## config.mk

```make
export PLATFORM = sky130hd
export DESIGN_NAME = instr_fetch
export DESIGN_NICKNAME = d
export VERILOG_FILES = /design/src/rtl/instr_fetch_pkg.sv /design/src/rtl/instr_fetch_rom.sv /design/src/rtl/instr_fetch.sv
export SDC_FILE = /design/constraint.sdc
export NUM_CORES = 1
export LEC_CHECK = 0
export CORE_ASPECT_RATIO = 0.7
export CORE_MARGIN = 4
export CORE_UTILIZATION = 45
export DETAILED_ROUTE_END_ITERATION = 12
export GPL_TIMING_DRIVEN = 1
export HOLD_SLACK_MARGIN = 0.15
export PLACE_DENSITY_LB_ADDON = 0.1
export REMOVE_ABC_BUFFERS = 1
export SYNTH_ARGS = -nofsm -noshare
export SYNTH_HDL_FRONTEND = slang
export SYNTH_SLANG_ARGS = --single-unit
```

## constraint.sdc

```tcl
create_clock -name clk -period 2.2 [get_ports clk]
set_input_delay 0.44 -clock clk [delete_from_list [all_inputs] [get_ports clk]]
set_output_delay 0.44 -clock clk [all_outputs]
set_load 0.005 [all_outputs]
```

## src/rtl/instr_fetch_pkg.sv

```systemverilog
// Shared types and constants for the fetch stage and the decode/control side.
package instr_fetch_pkg;

  typedef enum logic [1:0] {
    S_IDLE  = 2'd0,
    S_FETCH = 2'd1,
    S_DONE  = 2'd2
  } state_t;

  localparam int unsigned INSTR_W = 32;
  localparam int unsigned PC_STEP = 4;

  // R-type field positions
  localparam int OPC_HI   = 31;
  localparam int OPC_LO   = 26;
  localparam int RS_HI    = 25;
  localparam int RS_LO    = 21;
  localparam int RT_HI    = 20;
  localparam int RT_LO    = 16;
  localparam int RD_HI    = 15;
  localparam int RD_LO    = 11;
  localparam int SHAMT_HI = 10;
  localparam int SHAMT_LO = 6;
  localparam int FUNCT_HI = 5;
  localparam int FUNCT_LO = 0;

  typedef struct packed {
    logic [5:0] opcode;
    logic [4:0] rs;
    logic [4:0] rt;
    logic [4:0] rd;
    logic [4:0] shamt;
    logic [5:0] funct;
  } rtype_t;

  function automatic rtype_t split_rtype(input logic [INSTR_W-1:0] instr);
    return rtype_t'(instr);
  endfunction

endpackage

```

## src/rtl/instr_fetch_rom.sv

```systemverilog
// Word-addressed instruction ROM; contents are loaded from outside (image file or bench).
module instr_rom
  import instr_fetch_pkg::*;
#(
  parameter int IMEM_DEPTH = 64,
  parameter int AW         = 6
) (
  input  logic [AW-1:0]      addr,
  output logic [INSTR_W-1:0] data
);

  logic [INSTR_W-1:0] mem [IMEM_DEPTH];

  assign data = mem[addr];

endmodule

```

## src/rtl/instr_fetch.sv

```systemverilog
// Fetch stage: PC, ROM lookup and a registered valid/ready output feeding the datapath.
module instr_fetch
  import instr_fetch_pkg::*;
#(
  parameter int          IMEM_DEPTH = 64,
  parameter logic [31:0] RESET_PC   = 32'h0000_0000,
  parameter int          CNT_W      = 16
) (
  input  logic               clk,
  input  logic               rst,
  input  logic               instr_ready,
  input  logic               redirect_en,
  input  logic [31:0]        redirect_pc,
  output logic               instr_valid,
  output logic [INSTR_W-1:0] instr_out,
  output logic [31:0]        pc_out,
  output logic               done,
  output logic [CNT_W-1:0]   fetch_count
);

  localparam int          AW       = (IMEM_DEPTH > 1) ? $clog2(IMEM_DEPTH) : 1;
  localparam logic [31:0] PC_LIMIT = 32'(IMEM_DEPTH * PC_STEP);

  state_t             state;
  logic [31:0]        pc;
  logic [AW-1:0]      idx;
  logic [INSTR_W-1:0] rom_data;
  logic               load;
  logic               unused_bits;

  assign idx         = pc[AW+1:2];
  assign unused_bits = ^redirect_pc[1:0];
  // An instruction held while stalled must not be replaced, so load waits for the slot to drain.
  assign load        = (state == S_FETCH) && (!instr_valid || instr_ready) && !redirect_en;

  instr_rom #(.IMEM_DEPTH(IMEM_DEPTH), .AW(AW)) u_rom (
    .addr (idx),
    .data (rom_data)
  );

  always_ff @(posedge clk) begin
    if (rst) begin
      state       <= S_IDLE;
      pc          <= RESET_PC;
      instr_valid <= 1'b0;
      instr_out   <= '0;
      pc_out      <= '0;
      done        <= 1'b0;
      fetch_count <= '0;
    end else begin
      if (instr_valid && instr_ready && !redirect_en)
        fetch_count <= fetch_count + 1'b1;

      // Redirect wins over everything, discarding whatever is on the output.
      if (redirect_en) begin
        pc          <= {redirect_pc[31:2], 2'b00};
        instr_valid <= 1'b0;
        done        <= 1'b0;
        state       <= S_FETCH;
      end else begin
        case (state)
          S_IDLE:  state <= S_FETCH;
          S_FETCH: begin
            if (load) begin
              if (pc < PC_LIMIT) begin
                instr_out   <= rom_data;
                pc_out      <= pc;
                instr_valid <= 1'b1;
                pc          <= pc + 32'(PC_STEP);
              end else begin
                instr_valid <= 1'b0;
                done        <= 1'b1;
                state       <= S_DONE;
              end
            end
          end
          S_DONE:  begin
            instr_valid <= 1'b0;
            done        <= 1'b1;
          end
          default: state <= S_IDLE;
        endcase
      end
    end
  end

endmodule

```

; ---- Yosys cells after proc, flatten, opt, wreduce, memory -nomap -nowiden
; Index checks and enable logic that the tools add are counted.
[word_totals]
ff_bits = 116
inputBits = 36
[classes]
addsub = 2
magnitude_cmp = 1
eq_ne = 7
mux = 14
n_bitwise = 2
n_reduce_logical = 20
[ops]
columns = op, n
row1 = two-way mux 32 bit, 4
row2 = "adder 32 x 3 -> 32 bit, second input constant", 1
row3 = "< comparator 32 x 9 -> 1 bit, second input constant", 1
row4 = "adder 16 x 1 -> 16 bit, second input constant", 1
row5 = AND reduction 3 bit, 5
row6 = nonzero test 2 bit, 4
row7 = "!= test 2 bit, second input constant", 3
row8 = "!= test 3 bit, second input constant", 2
row9 = case mux 2 bit (3 select lines), 1
row10 = two-way mux 1 bit, 5
row11 = logical AND 1 bit, 4
row12 = two-way mux 2 bit, 2
row13 = case mux 1 bit (2 select lines), 2
row14 = AND reduction 4 bit, 1
row15 = "equality test 2 x 1 -> 1 bit, second input constant", 1
row16 = "equality test 2 bit, second input constant", 1
row17 = logical NOT 1 bit, 2
row18 = logical NOT 2 bit, 1
row19 = inverter 1 bit, 2
row20 = AND reduction 2 bit, 1
row21 = OR reduction 2 bit, 1
row22 = logical OR 1 bit, 1

; ---- Longest topological paths before layout
[logic_depth]
ltp_word = 7
mapped_depth = 6

; ---- Modules after synthesis
; Synthesis repeated with hierarchy kept, for this count alone.
[unflattened]
hier_cells = 519
hier_area_um2 = 4797.1
[by_module_without_submodules]
columns = mod, instances, cells_per_inst, area_per_inst_um2
row1 = instr_fetch, 1, 486, 4553.1
row2 = instr_rom, 1, 33, 244.0

; ---- Worst setup path after synthesis
; Ideal clock, no wire load.
[synth_timing]
kind = input -> register
startpoint = in redirect_en
endpoint = reg fetch_count[11]
setup_ns = 0.128
arrival_time_ns = 1.642
slack_ns = 0.430
cell_stages = 5
n_path_buf = 1
cell_sequence = buf_2 -> nand3b_4 -> or4b_2 -> xor2_1 -> nor2_1
[synth_between]
elab_chain_len = 2
[synth_lines]
columns = item, line_no
row1 = from (decl), instr_fetch.sv:12  ; input logic redirect_en,
row2 = logical NOT 1 bit, instr_fetch.sv:51  ; if (instr_valid && instr_ready && !redirect_en)
row3 = logical AND 1 bit, instr_fetch.sv:51
row4 = to (signal assigned), instr_fetch.sv:52  ; fetch_count <= fetch_count + 1'b1;
row5 = to (decl), instr_fetch.sv:18  ; output logic [CNT_W-1:0] fetch_count
; No other way between the ends.
; A chain may end at the register's enable or synchronous reset.

; ---- Worst setup path after layout
[layout_timing]
startpoint = reg pc[20]
endpoint = reg pc[2]
[layout_between]
elab_chain_len = 3
[layout_lines]
columns = item, line_no
row1 = from (decl), instr_fetch.sv:25  ; logic [31:0] pc;
row2 = from (signal assigned), instr_fetch.sv:56  ; pc <= {redirect_pc[31:2], 2'b00};
row3 = from (signal assigned), instr_fetch.sv:69  ; pc <= pc + 32'(PC_STEP);
row4 = < comparator 32 x 9 -> 1 bit, instr_fetch.sv:65  ; if (pc < PC_LIMIT) begin
row5 = nonzero test 2 bit (no source line), n/a
row6 = AND reduction 3 bit (no source line), n/a
; No other way between the ends.

==> flow_summary.yaml <==
clock_tree:
  cts_tree: "yes"
  cts_resized: 0
  cts.sinks: 80
  cts_inserted_buffers: 9
  cts_hold_buf: 0
  post_cts_buffers: 0
  h-tree-depth: 3
  clockBufferDepth: 2
  clk_pin_slew_ps: 90
  insertion_delay_ps: 360
  cts_root_buf: "clkbuf_8"
critical_path:
  reg2reg_to: "pc[2]"
  r2r-start: "pc[20]"
  r2r_setup_slack_ps: 330
  crit_chain: "nor4_2, nand4_2, buf_4, or3_1, a311oi_1"
  critPathSlowestCell: "nor4_2"
  cp_max_fo: 7
  end_kind: "flip-flop"
  critPathTopFamily: "simple AND/OR/NAND/NOR gates"
  cpPeakStageDelay_ps: 340
  path_buf_inv: 1
  critPathKind: "flip-flop to flip-flop"
  arrival_ps: 2140
  cp-start-kind: "flip-flop"
  required_ps: 2470
  rr_worst_depth: 5
detailed_routing:
  drc: 0
  first_iter_violations: 102
  finalWirelength_um: 7230
  drtAntennaViolNets: 0
  first_pass_iters: 5
  num_vias: 2590
  wire_per_inst_um: 13.2
  routed_via_density: 4.73
synthesis:
  yosys.area.top_type: "dfxtp_1"
  ys_seq_elements: 80
  synth_flop_cell: "dfxtp_1"
  synth_top_area_share: 0.468
  synth_cell_types: 48
  synth_cells: 358
  syn_area_sq_um: 3420
  ys_top_cells_by_area: "dfxtp_1 47%, mux2i_1 8.8%, buf_4 7.5%, and2_1 4.6%, nor2_1 4.2%"
  synth_async_sr_flop_share: 0
  synth.avg_cell_area_sq_um: 9.55
  ys.warnings.count: 0
  synth_seq_area_share: 0.468
  synth-edff-count: 0
timing:
  skew_ps: 8.84
  max_freq_mhz: 536
  slew_viol_final: 0
  setup_tns_ps: 0
  period_share: 0.849
  hold_viol: 0
  fin_crit_ps: 1870
  rsz0062_at_grt: "false"
  tightest_slew_ps: 519
  relSlewSlack: 0.654
  setup_viol: 0
global_route:
  grtUsageTotal: 0.169
  overflow: 0
  antenna_found_initial: 0
  grt_max_degree: 50
  grt_pass1_vias: 2497
  grt_pass1_wl_um: 12200
final_layout:
  nets: 483
  syn2layout_area_growth_pct: 29.0
  diodes: 0
  final_common_cell: "dfxtp_1"
  post-route-util: 0.600
  final_cell_mix: "80 x dfxtp_1, 79 x clkdlybuf4s50_1, 38 x nor2_1"
  drive_gt1_frac: 0.100
worst_hold_path:
  hold_path_class: "flip-flop to flip-flop"
  min_from: "pc_out[4]"
  hold_depth: 2
  hold_end: "pc_out[4]"
floorplan:
  rows: 26
  core_sq_um: 7350
  ios: 118
  die_area_sq_um: 9080
  die_x_um: 112
  start_util: 0.465
  die_y_um: 80.9
outcome:
  run_status: "finished, final reports clean"
placement:
  dp_hpwl_um: 5290
  globalplace.congestion: 0.774
  io_buffers: 81
power:
  vdd_ir_drop_max_mv: 0.417
  power_density_nw_per_um2: 631
  leakage_nw: 1.73
run:
  drv_cap: 0
## power breakdown
part | total (mW) | switching, mW | internal, mW
registers | 1.52 | 0.0311 | 1.48
logic | 0.250 | 0.125 | 0.125
clock network | 1.02 | 0.585 | 0.434
## tightest hold or removal path: cells and delay by family, from the launching register on
| kind | cells | cell delay (ps) |
|---|---|---|
| flops | 1 | 310 |
| mux | 1 | 50 |
| simple gates | 1 | 50 |
## layout make-up
class,count,area [sq um]
inverter,8,30.0
clock buffer,9,124
sequential,80,1600
multi-input combinational,254,1590
clock inverter,7,60.1
timing repair buffer,92,883
tap,98,123
fill,646,2940
## Yosys cell counts, types with 2 or more instances
cell type	number
a21oi_1	14
nor2_1	38
nand4_1	4
ha_1	2
xnor2_1	5
nand4_2	2
nand3_1	8
buf_2	2
mux2_2	2
nor3_1	5
inv_1	8
and4_1	3
buf_1	6
nor4_2	6
nand2_1	26
o21ai_0	8
dfxtp_1	80
and2_1	25
a211oi_1	2
buf_4	34
a311oi_1	3
mux2i_1	30
and3_1	2
clkbuf_1	6
or3_1	7
o211ai_1	3
nand2b_1	3
xor2_1	4
## metrics by stage
stage,hold slack (ps),std cells,worst slack (ps),area (sq um),power (mW)
2_1_floorplan,447,342,488,3220,1.67
3_3_place_gp,440,532,9.06,4230,1.79
3_5_place_dp,444,532,0.512,4230,1.80
4_1_cts,468,548,313,4410,2.82
5_1_grt,486,548,222,4410,2.93
6_report,463,548,333,4410,2.78
## layer usage
metal	up-vias	GRT usage	share of wire
met5	-	0	0
met4	0	0.0684	0.0048
met3	2	0.0670	0.097
met2	89	0.254	0.44
met1	1171	0.219	0.46
li1	1328	-	-
## cell families (layout without fill, tap and decap cells)
group | after synthesis | after routing | synth area share
and+or+nand+nor | 140 | 140 | 0.234
DFF | 80 | 80 | 0.468
buffers and inverters | 57 | 116 | 0.103
AOI/OAI and AO/OA | 37 | 37 | 0.0688
muxes | 32 | 32 | 0.0944
xor gates and xnor gates | 9 | 9 | 0.0230
adders and majority gates | 2 | 2 | 0.00732
other | 1 | 34 | 0.00110
## registers in the layout, summed over array words and instances, names as in the netlist
signal / cells
pc: 30
pc_out: 30
done: 1
state: 2
instr_valid: 1
fetch_count: 16
## worst max-delay path by stage
stage                 from         end  slack [ps]  depth (start not counted)
4_1_cts             pc[20]       pc[2]         310                          5
5_1_grt             pc[20]       pc[2]         220                          5
3_5_place_dp   instr_ready  pc_out[19]         0.5                          6
6_report            pc[20]       pc[2]         330                          5
3_3_place_gp   instr_ready  pc_out[14]           9                          6
2_1_floorplan       pc[20]  pc_out[10]         490                          4
No activity file was read; power rests on OpenSTA's default activity.
